==> src/rtl/text_buf_writer.sv <==
// rtl/text_buf_writer.sv - text-mode writer: ASCII byte stream to text RAM, cursor, control codes, scroll.
// Scrolling rotates top_row instead of moving RAM contents; the reader adds top_row mod ROWS.
module text_buf_writer #(
  parameter int          COLS  = 80,
  parameter int          ROWS  = 30,
  parameter int          AW    = 12,
  parameter logic [7:0]  BLANK = 8'h20
) (
  input  logic          clk,
  input  logic          rst_n,
  input  logic [7:0]    chr_in,
  input  logic          chr_valid,
  output logic          chr_ready,
  output logic [AW-1:0] ram_addr,
  output logic [7:0]    ram_data,
  output logic          ram_we,
  output logic [6:0]    cursor_col,
  output logic [4:0]    cursor_row,
  output logic [4:0]    top_row,
  output logic          busy
);

  localparam int TOTAL = COLS * ROWS;

  typedef enum logic [2:0] {
    S_INIT,
    S_IDLE,
    S_WRITE,
    S_CLEAR,
    S_CLS
  } state_t;

  state_t          state_q, state_d;
  logic [AW-1:0]   cnt_q, cnt_d;
  logic [6:0]      col_q, col_d;
  logic [4:0]      row_q, row_d;
  logic [4:0]      top_q, top_d;
  logic            we_q, we_d;
  logic [AW-1:0]   addr_q, addr_d;
  logic [7:0]      data_q, data_d;
  logic            rdy_q, rdy_d;
  logic            busy_q, busy_d;
  logic            newline;

  // Physical row base address: one compare-and-subtract replaces the mod.
  function automatic logic [AW-1:0] row_base(input logic [4:0] r, input logic [4:0] t);
    logic [5:0] s;
    s = {1'b0, t} + {1'b0, r};
    if (s >= 6'(ROWS)) s = s - 6'(ROWS);
    return AW'(s) * AW'(COLS);
  endfunction

  always_comb begin
    state_d = state_q;
    cnt_d   = cnt_q;
    col_d   = col_q;
    row_d   = row_q;
    top_d   = top_q;
    we_d    = 1'b0;
    addr_d  = addr_q;
    data_d  = data_q;
    newline = 1'b0;

    case (state_q)
      S_INIT, S_CLS: begin
        we_d   = 1'b1;
        addr_d = cnt_q;
        data_d = BLANK;
        if (cnt_q == AW'(TOTAL - 1)) begin
          cnt_d   = '0;
          state_d = S_IDLE;
        end else begin
          cnt_d = cnt_q + 1'b1;
        end
      end

      S_IDLE: begin
        if (chr_valid && rdy_q) begin
          if (chr_in >= 8'h20 && chr_in <= 8'h7E) begin
            state_d = S_WRITE;
            we_d    = 1'b1;
            addr_d  = row_base(row_q, top_q) + AW'(col_q);
            data_d  = chr_in;
          end else begin
            case (chr_in)
              8'h0D: col_d = '0;
              8'h0A: newline = 1'b1;
              8'h08: if (col_q != '0) col_d = col_q - 7'd1;
              8'h0C: begin
                col_d   = '0;
                row_d   = '0;
                top_d   = '0;
                cnt_d   = '0;
                state_d = S_CLS;
              end
              default: ;
            endcase
          end
        end
      end

      S_WRITE: begin
        if (col_q < 7'(COLS - 1)) begin
          col_d   = col_q + 7'd1;
          state_d = S_IDLE;
        end else begin
          newline = 1'b1;
        end
      end

      S_CLEAR: begin
        we_d   = 1'b1;
        addr_d = row_base(row_q, top_q) + cnt_q;
        data_d = BLANK;
        if (cnt_q == AW'(COLS - 1)) begin
          cnt_d   = '0;
          state_d = S_IDLE;
        end else begin
          cnt_d = cnt_q + 1'b1;
        end
      end

      default: state_d = S_INIT;
    endcase

    // On the bottom row the oldest physical row becomes the new bottom and is blanked.
    if (newline) begin
      col_d   = '0;
      cnt_d   = '0;
      state_d = S_CLEAR;
      if (row_q < 5'(ROWS - 1)) begin
        row_d = row_q + 5'd1;
      end else begin
        top_d = (top_q == 5'(ROWS - 1)) ? 5'd0 : top_q + 5'd1;
      end
    end

    rdy_d  = (state_d == S_IDLE);
    busy_d = (state_d != S_IDLE);
  end

  always_ff @(posedge clk or negedge rst_n) begin
    if (!rst_n) begin
      state_q <= S_INIT;
      cnt_q   <= '0;
      col_q   <= '0;
      row_q   <= '0;
      top_q   <= '0;
      we_q    <= 1'b0;
      addr_q  <= '0;
      data_q  <= BLANK;
      rdy_q   <= 1'b0;
      busy_q  <= 1'b1;
    end else begin
      state_q <= state_d;
      cnt_q   <= cnt_d;
      col_q   <= col_d;
      row_q   <= row_d;
      top_q   <= top_d;
      we_q    <= we_d;
      addr_q  <= addr_d;
      data_q  <= data_d;
      rdy_q   <= rdy_d;
      busy_q  <= busy_d;
    end
  end

  assign chr_ready  = rdy_q;
  assign ram_we     = we_q;
  assign ram_addr   = addr_q;
  assign ram_data   = data_q;
  assign cursor_col = col_q;
  assign cursor_row = row_q;
  assign top_row    = top_q;
  assign busy       = busy_q;

endmodule
==> config.mk <==
export PLATFORM = sky130hd
export DESIGN_NAME = text_buf_writer
export DESIGN_NICKNAME = d
export VERILOG_FILES = /design/src/rtl/text_buf_writer.sv
export SDC_FILE = /design/constraint.sdc
export NUM_CORES = 1
export LEC_CHECK = 0
export BUFFER_PORTS_ARGS = -buffer_cell sky130_fd_sc_hd__buf_2
export CORE_UTILIZATION = 45
export CTS_CLUSTER_DIAMETER = 30
export DETAILED_ROUTE_END_ITERATION = 10
export HOLD_SLACK_MARGIN = 0.06
export PLACE_DENSITY = 0.64
export SETUP_SLACK_MARGIN = 0.05
export SLEW_MARGIN = 20
export SYNTH_ARGS = -nofsm -noshare
export SYNTH_HDL_FRONTEND = slang
export SYNTH_SLANG_ARGS = --single-unit
==> constraint.sdc <==
create_clock -name clk -period 8.4 [get_ports clk]
set_clock_uncertainty 0.2 [all_clocks]
set_input_delay 0 -clock clk [delete_from_list [all_inputs] [get_ports clk]]
set_output_delay 0 -clock clk [all_outputs]
set_load 0.02 [all_outputs]
; ---- After elaboration in Yosys (flattened, before gate mapping)
; Index checks and enable logic that the tools add are counted.
[word_totals]
ff_bits = 55
inputBits = 11
[op_classes]
n_addsub = 9
multipliers = 2
magnitude_cmp = 5
eq_ne = 21
mux = 54
n_reduce_logical = 15
[op_table]
columns = cell, count
row1 = 12-bit two-way mux, 8
row2 = 12-bit one-hot mux with 3 select lines, 2
row3 = 5-bit two-way mux, 13
row4 = 7-bit two-way mux, 5
row5 = "8-bit by 4-bit equality test with 1-bit output, second input constant", 4
row6 = 6-bit two-way mux, 5
row7 = 7-bit one-hot mux with 2 select lines, 2
row8 = 3-bit two-way mux, 7
row9 = "6-bit by 3-bit multiplier with 8-bit output, second input constant", 2
row10 = 8-bit two-way mux, 2
row11 = 8-bit one-hot mux with 2 select lines, 1
row12 = "12-bit by 1-bit adder with 12-bit output, second input constant", 1
row13 = 12-bit adder, 1
row14 = 12-bit by 7-bit adder with 12-bit output, 1
row15 = "12-bit equality test, second input constant", 1
row16 = "12-bit by 7-bit equality test with 1-bit output, second input constant", 1
row17 = 3-bit one-hot mux with 4 select lines, 1
row18 = "5-bit by 1-bit adder with 5-bit output, second input constant", 2
row19 = "3-bit != test, second input constant", 3
row20 = "8-bit by 6-bit greater-or-equal comparator with 1-bit output, second input constant", 1
row21 = "8-bit by 7-bit <= comparator with 1-bit output, second input constant", 1
row22 = "4-bit != test, second input constant", 2
row23 = "7-bit by 1-bit adder with 7-bit output, second input constant", 1
row24 = "7-bit less-than comparator, second input constant", 1
row25 = 25 further kinds, 38

; ---- Longest topological paths before layout
; Gate-level depths: netlist of run 1.
[logic_depth]
word_depth = 11
ltp_mapped = 19

; ---- Worst setup path before layout of run 1
; Ideal clock, no wire load.
[synth_timing]
path_type = flip-flop to flip-flop
startpoint = reg top_q[0] (netlist: top_row[0])
endpoint = reg addr_q[11] (netlist: ram_addr[11])
setup_ps = 132
arrival_ps = 4498
t_required_ps = 8068
setup_slack_ps = 3570
path_stages_with_launch = 16
n_path_buf = 0
synth_period_minus_slack_ps = 4830
cell_sequence = dfrtp_1 > ha_1 > fa_1 > xor2_2 > ha_1 > or3_1 > a211oi_2 > ha_1 > ha_1 > a21oi_1 > xnor2_1 > ha_1 > or4_1 > mux2_2 > o2111ai_1 > a211oi_1
[synth_between]
elab_chain_len = 11
word_cells_on_any_way = 15
[synth_rtl]
columns = item, line_no
row1 = start: declaration, 37  ; logic [4:0] top_q, top_d;
row2 = start signal: assignment, 159  ; top_q <= top_d;
row3 = 5-bit by 5-bit adder with 6-bit output *, 48  ; s = {1'b0, t} + {1'b0, r};
row4 = 6-bit by 5-bit subtractor with 6-bit output or 6-bit by 5-bit greater-or-equal comparator with 1-bit output (tied branches), 49  ; if (s >= 6'(ROWS)) s = s - 6'(ROWS);
row5 = 6-bit two-way mux *, 49
row6 = 6-bit two-way mux, 79  ; if (chr_in >= 8'h20 && chr_in <= 8'h7E) begin
row7 = 6-bit two-way mux, 78  ; if (chr_valid && rdy_q) begin
row8 = 6-bit two-way mux, 64  ; case (state_q)
row9 = 6-bit by 3-bit multiplier with 8-bit output, 50  ; return AW'(s) * AW'(COLS);
row10 = 12-bit by 7-bit adder with 12-bit output, 82  ; addr_d = row_base(row_q, top_q) + AW'(col_q);
row11 = 12-bit two-way mux, 79
row12 = 12-bit two-way mux, 78
row13 = 12-bit one-hot mux with 3 select lines *, 64
row14 = end signal: assignment, 161  ; addr_q <= addr_d;
row15 = end: declaration, 39  ; logic [AW-1:0] addr_q, addr_d;
; Mark *: on every way between the ends. The rest lies on a longest branch, timed or not. The select of a mux whose other input is x is not followed.
; A chain may end at the register's enable or synchronous reset.

; ---- Worst setup path after layout of run 1
; Same ends and word-level chain as after synthesis.

==> flow_summary.toml, run 1 <==
[power]
switching_share = 0.249
power_frac_clock = 0.366
pwr_density_cell_nw_per_um2 = 97.1
switchingPower_mw = 0.110
pwr-share-seq = 0.598
power.leakage_nw = 2.17
ir_drop_uv = 68.8
p_comb_frac = 0.036
p_int_mw = 0.332

[clock_network]
clockBufferDepth = 2
clockRootBuffer = "clkbuf_8"
clock_latency_ps = 320
cts_setup_buffers = 0
htreeDepth = 2
clk_pin_slew_ps = 110
cts_resized = 0
holdBufCountCts = 10
cts.sinks = 55
cts_tree = "built"
numCtsBuffers = 5

[floorplanning]
chipHeight_um = 96.8
coreArea_sq_um = 8720
dieArea_sq_um = 9370
dieWidth_um = 96.8
boundaryPins = 51
initial_core_util = 0.464
num_rows = 34

[timing]
fin_crit_sh = 0.598
finalHoldViolCount = 0
relSlewSlack = 0.468
worst_hold_slack_ps = 133
finalSetupTns_ps = 0
slew_viol_final = 0
setup_viol = 0
fmaxAchievable_ghz = 0.199
tightest_slew_ps = 798
fin_ws_ps = 3380
rsz0062_at_grt = "false"
final.min_clock_period_ps = 5020

[worst_setup_path]
path_class = "reg -> reg"
required_ps = 8400
cp-start-kind = "flip-flop"
arrival_ps = 5030
path_max_fanout = 8
cp-end-kind = "flip-flop"

[grt]
grt_max_degree = 56
grt_pass1_wl_um = 16700
grtUsageTotal = 0.213
antenna_found_initial = 0
grt_pass1_vias = 3467
grt_overflow = 0

[logic_synthesis]
synth_area_leaders = "dfrtp_1 33%, ha_1 8.4%, o21ai_0 6.3%"
synth_cell_type_count = 70
synth.largest_area_cell = "dfrtp_1"
ys_ff_latch = 55
async_flop_share = 1.00
synth.yosys.seq_area_share = 0.341
ys.flop_type = "dfrtp_1"
yosys_warnings = 0
syn-num-nets = 512
mappedNetlistArea_sq_um = 4040
synth_top_area_share = 0.328
synth_edf_count = 0
netlist_instances = 472
avgSynthCellArea_sq_um = 8.56

[worst_hold_path]
min_path_type = "in -> async"

[detailed_routing]
viasPerCell = 5.90
ant_nets = 0
avgRoutedWirePerCell_um = 15.4
drt_iter0_markers = 157
vias = 3734
drc = 0
first_pass_iters = 5
drt-total-wl_um = 9720

[run]
drv_cap = 0

[placed_design]
post-place-ws_ps = 3400
port-buffer-count = 50
gp_congestion = 0.866
hpwl_um = 7030

[cells_and_area]
utilization = 0.523
drive_above_1_share = 0.162
antenna_cells = 0
area_growth_pct = 12.8
nets = 564

[status]
status = "finished clean"
[final timing paths]
check                                        startpoint                       end  slack [ps]  cells past startpoint
worst max-delay path               top_row[0]$_DFF_PN0_  ram_addr[11]$_DFFE_PN0P_        3380                     15
max in group asynchronous                         rst_n   cursor_row[0]$_DFF_PN0_        7380                      3
min in group clk                              chr_in[7]   cursor_row[1]$_DFF_PN0_         130                      6
worst max register to register     top_row[0]$_DFF_PN0_  ram_addr[11]$_DFFE_PN0P_        3380                     15
worst min-delay path                              rst_n  ram_addr[11]$_DFFE_PN0P_         130                      3
worst min register to register  ram_data[1]$_DFFE_PN0P_   ram_data[1]$_DFFE_PN0P_         280                      2
[cell usage in the layout, fill, tap and decap left out, types with 2 or more instances in the layout]
cell	n
dfrtp_1	53
o21ai_0	51
buf_2	50
nand2_1	49
nor2_1	36
ha_1	27
nand3_1	23
a21oi_1	22
inv_1	18
and3_1	18
nand2b_1	14
a31oi_1	10
dlygate4sd3_1	10
o31ai_1	9
nor2b_1	9
nand4_1	7
xnor2_1	7
and2_1	7
nor3_1	6
or2_2	6
mux2i_1	6
clkbuf_8	5
or3_1	4
o21a_1	4
nand3b_1	4
xor2_1	4
a31o_2	3
mux2_2	3
nor4_1	3
o22a_1	3
a21o_1	3
nor4b_1	2
o221ai_1	2
or4_1	2
nor3b_4	2
and4_1	2
o21bai_1	2
fa_1	2
dfstp_2	2
buf_4	2
[power by group through the flow]
| stage | Clock, mW | Combinational, mW | Sequential (mW) |
|---|---|---|---|
| detailed placement | 0 | 0.0130 | 0.270 |
| global placement | 0 | 0.0130 | 0.270 |
| global route | 0.176 | 0.0181 | 0.265 |
| CTS | 0.166 | 0.0162 | 0.265 |
| floorplan | 0 | 0.00223 | 0.270 |
| finish | 0.162 | 0.0160 | 0.265 |
[critical path, stage by stage, from the launching register on]
cell and delay, ps:
dfrtp_1 480, ha_1 280, fa_1 480, xor2_2 220, ha_1 260, or3_1 400, a211oi_2 340, ha_1 300
ha_1 330, a21oi_1 170, xnor2_1 80, ha_1 380, or4_1 510, mux2_2 270, o2111ai_1 100, a211oi_1 100
[metal layers]
layer,GRT usage,vias to the layer above,part of all wire
li1,-,1819,-
met2,0.346,90,0.47
met5,0,-,0
met4,0.0608,0,0.016
met1,0.301,1814,0.49
met3,0.0224,11,0.031
[sequential cells by signal, summed over array words and instances, names as in the netlist]
register,flops
cnt_q,12
busy,1
top_row,5
cursor_col,7
cursor_row,5
chr_ready,1
state_q,3
ram_we,1
ram_addr,12
ram_data,8
[cells in the mapped netlist, types with 9 or more instances]
master / n
dfrtp_1: 53
nor2b_1: 9
o31ai_1: 9
nand2b_1: 14
and3_1: 18
a31oi_1: 10
inv_1: 18
nand2_1: 49
clkbuf_1: 12
nor2_1: 36
nand3_1: 23
o21ai_0: 51
ha_1: 27
a21oi_1: 22
[cell families after synthesis]
family | share of synthesized area
AO/OA/AOI/OAI | 0.206
buffers and inverters | 0.0368
adder cells (fa/ha/maj) | 0.0935
flip-flops | 0.341
AND/OR/NAND/NOR | 0.272
multiplexers | 0.0232
XOR/XNOR | 0.0279
[stage by stage]
step	area, sq um	power (mW)	instances
6_report	4560	0.443	633
3_3_place_gp	4360	0.283	615
2_1_floorplan	4040	0.272	472
3_5_place_dp	4360	0.283	615
4_1_cts	4560	0.447	633
5_1_grt	4560	0.459	633
[area by class of cell]
| type | instances | area (sq um) |
|---|---|---|
| clock buffer | 5 | 68.8 |
| timing repair buffer | 62 | 365 |
| sequential | 55 | 1380 |
| tap | 108 | 135 |
| clock inverter | 3 | 27.5 |
| multi-input combinational | 382 | 2510 |
| fill | 825 | 4160 |
| inverter | 18 | 67.6 |
Note: power is estimated with default switching activity, not from simulation.
==> run 2, diff against run 1 <==
--- a/config.mk
+++ b/config.mk
@@ -5,6 +5,7 @@
 export SDC_FILE = /design/constraint.sdc
 export NUM_CORES = 1
 export LEC_CHECK = 0
+export ABC_AREA = 1
 export BUFFER_PORTS_ARGS = -buffer_cell sky130_fd_sc_hd__buf_2
 export CORE_UTILIZATION = 45
 export CTS_CLUSTER_DIAMETER = 30
==> constraint.sdc (replaced) <==
create_clock -name clk -period 5.1 [get_ports clk]
set_clock_uncertainty 0.2 [all_clocks]
set_input_delay 0 -clock clk [delete_from_list [all_inputs] [get_ports clk]]
set_output_delay 0 -clock clk [all_outputs]
set_load 0.02 [all_outputs]
==> run 2 against run 1 <==
  * Via count decreased by 1.8%
  * Wire length decreased by 2.6%
  * Final area decreased by 1.2%
  * Global-route usage increased by 0.76 points
  * Sequential power increased by 65%
  * Maximum frequency increased by 11%
  * Highest routed layer unchanged
==> flow_summary.toml, run 2 <==
[grt]
grt_pass1_vias = 3442
grt_pass1_wl_um = 15900
grtUsageTotal = 0.221
grt_overflow = 0
antenna_found_initial = 0
grt_max_degree = 56

[cells_and_area]
antenna_cells = 0
drive_above_1_share = 0.139
final_common_cell = "nand2_1"
nFillCells = 819
finalInstanceArea_sq_um = 4500
mostFrequentLayoutCells = "120 x nand2_1, 74 x inv_1, 53 x dfrtp_1"
nets = 631
area_growth_pct = 13.5

[run]
drv_cap = 0

[worst_setup_path]
cp-start-kind = "flip-flop"
crit_top_cell = "nand2_1"
r2r_cells = 24
crit_path_max_incr_delay_ps = 560
path_class = "reg -> reg"
crit_end = "ram_addr[11]$_DFFE_PN0P_"
cp-end-kind = "flip-flop"
critical-path-slowest-cell = "fa_1"
r2r_slack_ps = 580
worstReg2RegEnd = "ram_addr[11]$_DFFE_PN0P_"
crit_start = "top_row[0]$_DFF_PN0_"
path_cells = "ha_1 -> fa_1 -> inv_1 -> nor2_1 -> nand3_1 -> o21bai_2 -> nand2_1 -> xnor2_1 -> inv_1 -> nand2_1 -> inv_1 -> nor2_1 -> ha_1 -> inv_1 -> fa_1 -> inv_1 -> ha_1 -> a21o_1 -> a221oi_2 -> nand2_1 -> nand2_1 -> nand3_1 -> nand2_1 -> nand2_1"
required_ps = 5120
path_max_fanout = 7
r2r_start = "top_row[0]$_DFF_PN0_"
arrival_ps = 4530

[timing]
finalSetupTns_ps = 0
tightest_slew_ps = 702
rsz0062_at_grt = "false"
finalHoldViolCount = 0
worst_hold_slack_ps = 93.7
fin_crit_sh = 0.885
fmaxAchievable_ghz = 0.221
relSlewSlack = 0.532
fin_ws_ps = 585
final.min_clock_period_ps = 4520
setup_viol = 0
slew_viol_final = 0

[power]
switchingPower_mw = 0.169
p_int_mw = 0.544
power.leakage_nw = 2.27
p_comb_frac = 0.034
report.power.total_mw = 0.713
power_frac_clock = 0.354
pwr_density_cell_nw_per_um2 = 158
pwr-share-seq = 0.612
ir_drop_uv = 108
switching_share = 0.237

[clock_network]
htreeDepth = 2
cts.sinks = 55
cts_tree = "built"
clockRootBuffer = "clkbuf_8"
clk_pin_slew_ps = 100
cts_setup_buffers = 0
clockBufferDepth = 2
clock_latency_ps = 320
numCtsBuffers = 5

[detailed_routing]
avgRoutedWirePerCell_um = 13.6
first_pass_iters = 4
drc = 0
ant_nets = 0
viasPerCell = 5.26
drt-total-wl_um = 9480
vias = 3666
drt_iter0_markers = 181

[worst_hold_path]
min_path_type = "in -> reg"

[logic_synthesis]
synth.largest_area_cell = "dfrtp_1"
synthTopCellsByCount = "120 x nand2_1, 74 x inv_1, 53 x dfrtp_1"
ys_ff_latch = 55
yosys_warnings = 0
synth_area_leaders = "dfrtp_1 33%, nand2_1 11%, ha_1 8.5%"
synth.yosys.seq_area_share = 0.348
yosysMostFrequentCell = "nand2_1"
synth_edf_count = 0
syn-num-nets = 572
mappedNetlistArea_sq_um = 3970
ys.flop_type = "dfrtp_1"
async_flop_share = 1.00
netlist_instances = 532
synth_cell_type_count = 47
synth_top_area_share = 0.334
avgSynthCellArea_sq_um = 7.46

[floorplanning]
initial_core_util = 0.473
boundaryPins = 51
coreArea_sq_um = 8380
dieWidth_um = 95.9
chipHeight_um = 95.9
num_rows = 33
dieArea_sq_um = 9190

[status]
status = "finished clean"

[placed_design]
hpwl_um = 7250
gp_congestion = 0.894
port-buffer-count = 50
post-place-ws_ps = 407
dpl_cell_area_sq_um = 4310
run 2: logic make-up (layout without fill, tap and decap cells):
logic type,after synthesis,count (layout),share of synthesized area
and+or+nand+nor,245,245,0.282
muxes,1,1,0.00252
xor gates and xnor gates,18,18,0.0397
DFF,55,55,0.348
AOI/OAI and AO/OA,94,94,0.144
buffers and inverters,90,150,0.0893
adders and majority gates,29,29,0.0953
run 2: worst min-delay path by stage:
stage,end,cells after the start,from
final,state_q[1]$_DFF_PN0_,6,chr_in[7]
after global routing,ram_data[0]$_DFFE_PN0P_,5,chr_in[7]
after CTS,state_q[1]$_DFF_PN0_,6,chr_in[7]
after detailed placement,ram_addr[11]$_DFFE_PN0P_,2,rst_n
after global placement,ram_addr[11]$_DFFE_PN0P_,2,rst_n
after floorplan,chr_ready$_DFF_PN0_,0,rst_n
run 2: final cells by class:
class,count,area (sq um),area share
clock inverter,3,25.0,0.00556
sequential,55,1380,0.306
timing repair buffer,60,348,0.0772
tap,105,131,0.0292
inverter,82,308,0.0684
multi-input combinational,387,2240,0.498
clock buffer,5,68.8,0.0153
run 2: worst max-delay path: cells and delay by family, from the launching register on:
| kind | cells | cell delay [ps] |
|---|---|---|
| xor+xnor | 1 | 140 |
| flops | 1 | 470 |
| simple gates | 10 | 810 |
| buf+inv | 5 | 340 |
| compound gates | 3 | 680 |
| fa+ha+maj | 5 | 1780 |
run 2: routing by layer:
| layer | wire length, um | vias to the layer above | track usage | share of wire |
|---|---|---|---|---|
| met2 | 4430 | 70 | 0.374 | 0.47 |
| met4 | 133 | 0 | 0.0535 | 0.014 |
| met3 | 286 | 15 | 0.0276 | 0.030 |
| li1 | - | 1893 | - | - |
| met1 | 4630 | 1688 | 0.298 | 0.49 |
| met5 | 0 | - | 0 | 0 |
run 2: power by group through the flow:
stage / logic, mW / clock network [mW] / registers, mW
floorplan: 0.00392 / 0 / 0.444
global placement: 0.0192 / 0 / 0.444
detailed placement: 0.0194 / 0 / 0.444
CTS: 0.0247 / 0.263 / 0.436
global route: 0.0277 / 0.277 / 0.436
finish: 0.0242 / 0.252 / 0.436
run 2: per-stage QoR:
stage | util | instances
after floorplan | - | 532
after global placement | 0.514 | 680
after detailed placement | 0.514 | 680
after CTS | 0.536 | 697
after global routing | 0.537 | 697
final | 0.537 | 697
run 2: timing repair:
item,CTS,global route
hold buffers,9,0
endpoints found under the setup margin,0,1
endpoints found under the hold margin,66,0
gates resized for setup,0,2
==> run 3, diff against run 2 <==
--- a/config.mk
+++ b/config.mk
@@ -8,11 +8,12 @@
 export ABC_AREA = 1
 export BUFFER_PORTS_ARGS = -buffer_cell sky130_fd_sc_hd__buf_2
 export CORE_UTILIZATION = 45
+export CTS_BUF_LIST = sky130_fd_sc_hd__clkbuf_16
 export CTS_CLUSTER_DIAMETER = 30
 export DETAILED_ROUTE_END_ITERATION = 10
 export HOLD_SLACK_MARGIN = 0.06
 export PLACE_DENSITY = 0.64
-export SETUP_SLACK_MARGIN = 0.05
+export SETUP_SLACK_MARGIN = 0.4
 export SLEW_MARGIN = 20
 export SYNTH_ARGS = -nofsm -noshare
 export SYNTH_HDL_FRONTEND = slang
==> run 3 against run 2 <==
  * Sequential share of layout area down 0.93 points
  * Global-route usage rose by 0.25 points
  * Via count increased by 1.4%
  * Count of clock-buffer cells in the layout is the same
  * Clock power increased by 38%
  * Largest cell class unchanged
  * Largest power group unchanged
==> flow_summary.toml, run 3 (synthesized netlist as in run 2, its figures left out) <==
[status]
status = "finished clean"

[clock_network]
htreeDepth = 2
cts_tree = "built"
cts.sinks = 55
numCtsBuffers = 5
clk_pin_slew_ps = 70
clockRootBuffer = "clkbuf_16"
clock_latency_ps = 290
clockBufferDepth = 2

[power]
switchingPower_mw = 0.179
switching_share = 0.222
p_comb_frac = 0.030
report.power.total_mw = 0.808
ir_drop_uv = 121
p_int_mw = 0.628
pwr_density_cell_nw_per_um2 = 174
power_frac_clock = 0.431
power.leakage_nw = 2.32
pwr-share-seq = 0.539

[cells_and_area]
area_growth_pct = 17.3
drive_above_1_share = 0.169
utilization = 0.555
nFillCells = 807
nets = 636
antenna_cells = 0
final_common_cell = "nand2_1"
multiInputGateArea_sq_um = 2300
mostFrequentLayoutCells = "117 x nand2_1, 73 x inv_1, 51 x dfrtp_1"
regArea_sq_um = 1380

[grt]
antenna_found_initial = 0
grt_pass1_vias = 3443
grt_max_degree = 56
grtUsageTotal = 0.223
grt_pass1_wl_um = 16000
grt_overflow = 0

[timing]
fmaxAchievable_ghz = 0.227
tightest_slew_ps = 717
rsz0062_at_grt = "false"
final.min_clock_period_ps = 4400
setup_viol = 0
relSlewSlack = 0.522
finalHoldViolCount = 0
finalSetupTns_ps = 0
fin_crit_sh = 0.862
slew_viol_final = 0

[detailed_routing]
ant_nets = 0
avgRoutedWirePerCell_um = 13.9
top_layer = "met4"
drt-total-wl_um = 9730
wl_met3_um = 310
drc = 0
wl_met2_um = 4630
wl_met1_um = 4650
first_pass_iters = 5
viasPerCell = 5.29
drt_iter0_markers = 178
vias = 3716

[floorplanning]
dieArea_sq_um = 9190
num_rows = 33
dieWidth_um = 95.9
chipHeight_um = 95.9
boundaryPins = 51
initial_core_util = 0.473
coreArea_sq_um = 8380

[worst_setup_path]
critical-path-slowest-cell = "fa_2"
r2r_cells = 24
crit_top_cell = "nand2_1"
path_class = "reg -> reg"
r2r_slack_ps = 700
cp-end-kind = "flip-flop"
cp-start-kind = "flip-flop"
crit_path_max_incr_delay_ps = 610
path_max_fanout = 5
worstReg2RegEnd = "ram_addr[11]$_DFFE_PN0P_"
path_cells = "ha_4 -> fa_2 -> inv_2 -> nor2_1 -> nand3_1 -> o21bai_2 -> nand2_1 -> xnor2_1 -> inv_1 -> nand2_2 -> inv_1 -> nor2_1 -> ha_2 -> inv_1 -> fa_2 -> inv_1 -> ha_4 -> a21o_1 -> a221oi_2 -> nand2_1 -> nand2_1 -> nand3_1 -> nand2_1 -> nand2_1"
required_ps = 5090
arrival_ps = 4380
r2r_start = "top_row[0]$_DFF_PN0_"

[placed_design]
gp_congestion = 0.894
port-buffer-count = 50
hpwl_um = 7250

[worst_hold_path]
min_path_cells = 5
min_path_type = "in -> reg"
min_from = "chr_valid"
hold_end = "state_q[1]$_DFF_PN0_"

[run]
drv_cap = 0
==> run 3: routing by layer <==
metal,vias to the layer above,GRT usage
li1,1902,-
met1,1731,0.301
met2,69,0.373
met3,14,0.0276
met4,0,0.0684
met5,-,0
==> run 3: power by group through the flow <==
stage	clock (mW)	sequential (mW)	combinational, mW
final	0.348	0.436	0.0239
after global routing	0.373	0.436	0.0270
after CTS	0.358	0.436	0.0241
after detailed placement	0	0.444	0.0194
after global placement	0	0.444	0.0192
after floorplan	0	0.444	0.00392
==> run 3: how the worst max path moves through the flow <==
| stage | from | end | slack (ps) |
|---|---|---|---|
| 6_report | top_row[0]$_DFF_PN0_ | ram_addr[11]$_DFFE_PN0P_ | 700 |
| 3_5_place_dp | top_row[0]$_DFF_PN0_ | ram_addr[11]$_DFFE_PN0P_ | 410 |
| 3_3_place_gp | cursor_row[0]$_DFF_PN0_ | ram_addr[11]$_DFFE_PN0P_ | 600 |
| 5_1_grt | cursor_row[0]$_DFF_PN0_ | ram_addr[10]$_DFFE_PN0P_ | 400 |
| 4_1_cts | top_row[0]$_DFF_PN0_ | ram_addr[11]$_DFFE_PN0P_ | 400 |
| 2_1_floorplan | cursor_row[0]$_DFF_PN0_ | ram_addr[11]$_DFFE_PN0P_ | 700 |
==> run 3: cell type report <==
| cell class | instances | area share |
|---|---|---|
| flip-flops and latches | 55 | 0.297 |
| clock inverters | 3 | 0.00538 |
| repair buffers | 65 | 0.0823 |
| well taps | 105 | 0.0282 |
| clock buffers | 5 | 0.0269 |
| multi-input cells | 387 | 0.494 |
| inverters | 82 | 0.0661 |
==> run 3: what timing repair did <==
item                       4_1_cts  5_1_grt
resized for setup                0       16
setup endpoints to repair        0        3
hold endpoints to repair        63        0
buffers inserted                 0        6
hold buffers                     8        0
==> run 3: critical path: cells and delay by family (launching register included) <==
family	cells	cell delay [ps]
compound gates	3	670
xor+xnor	1	150
fa+ha+maj	5	1720
buf+inv	5	300
flops	1	460
simple gates	10	790
==> run 3: metrics by stage <==
step | hold slack, ps | cells | setup slack [ps] | instance area (sq um)
global route | 142 | 702 | 400 | 4650
detailed placement | -21.1 | 680 | 407 | 4310
floorplan | -496 | 532 | 696 | 3970
finish | 82.8 | 702 | 704 | 4650
CTS | 80.8 | 696 | 405 | 4540
global placement | -19.3 | 680 | 599 | 4310
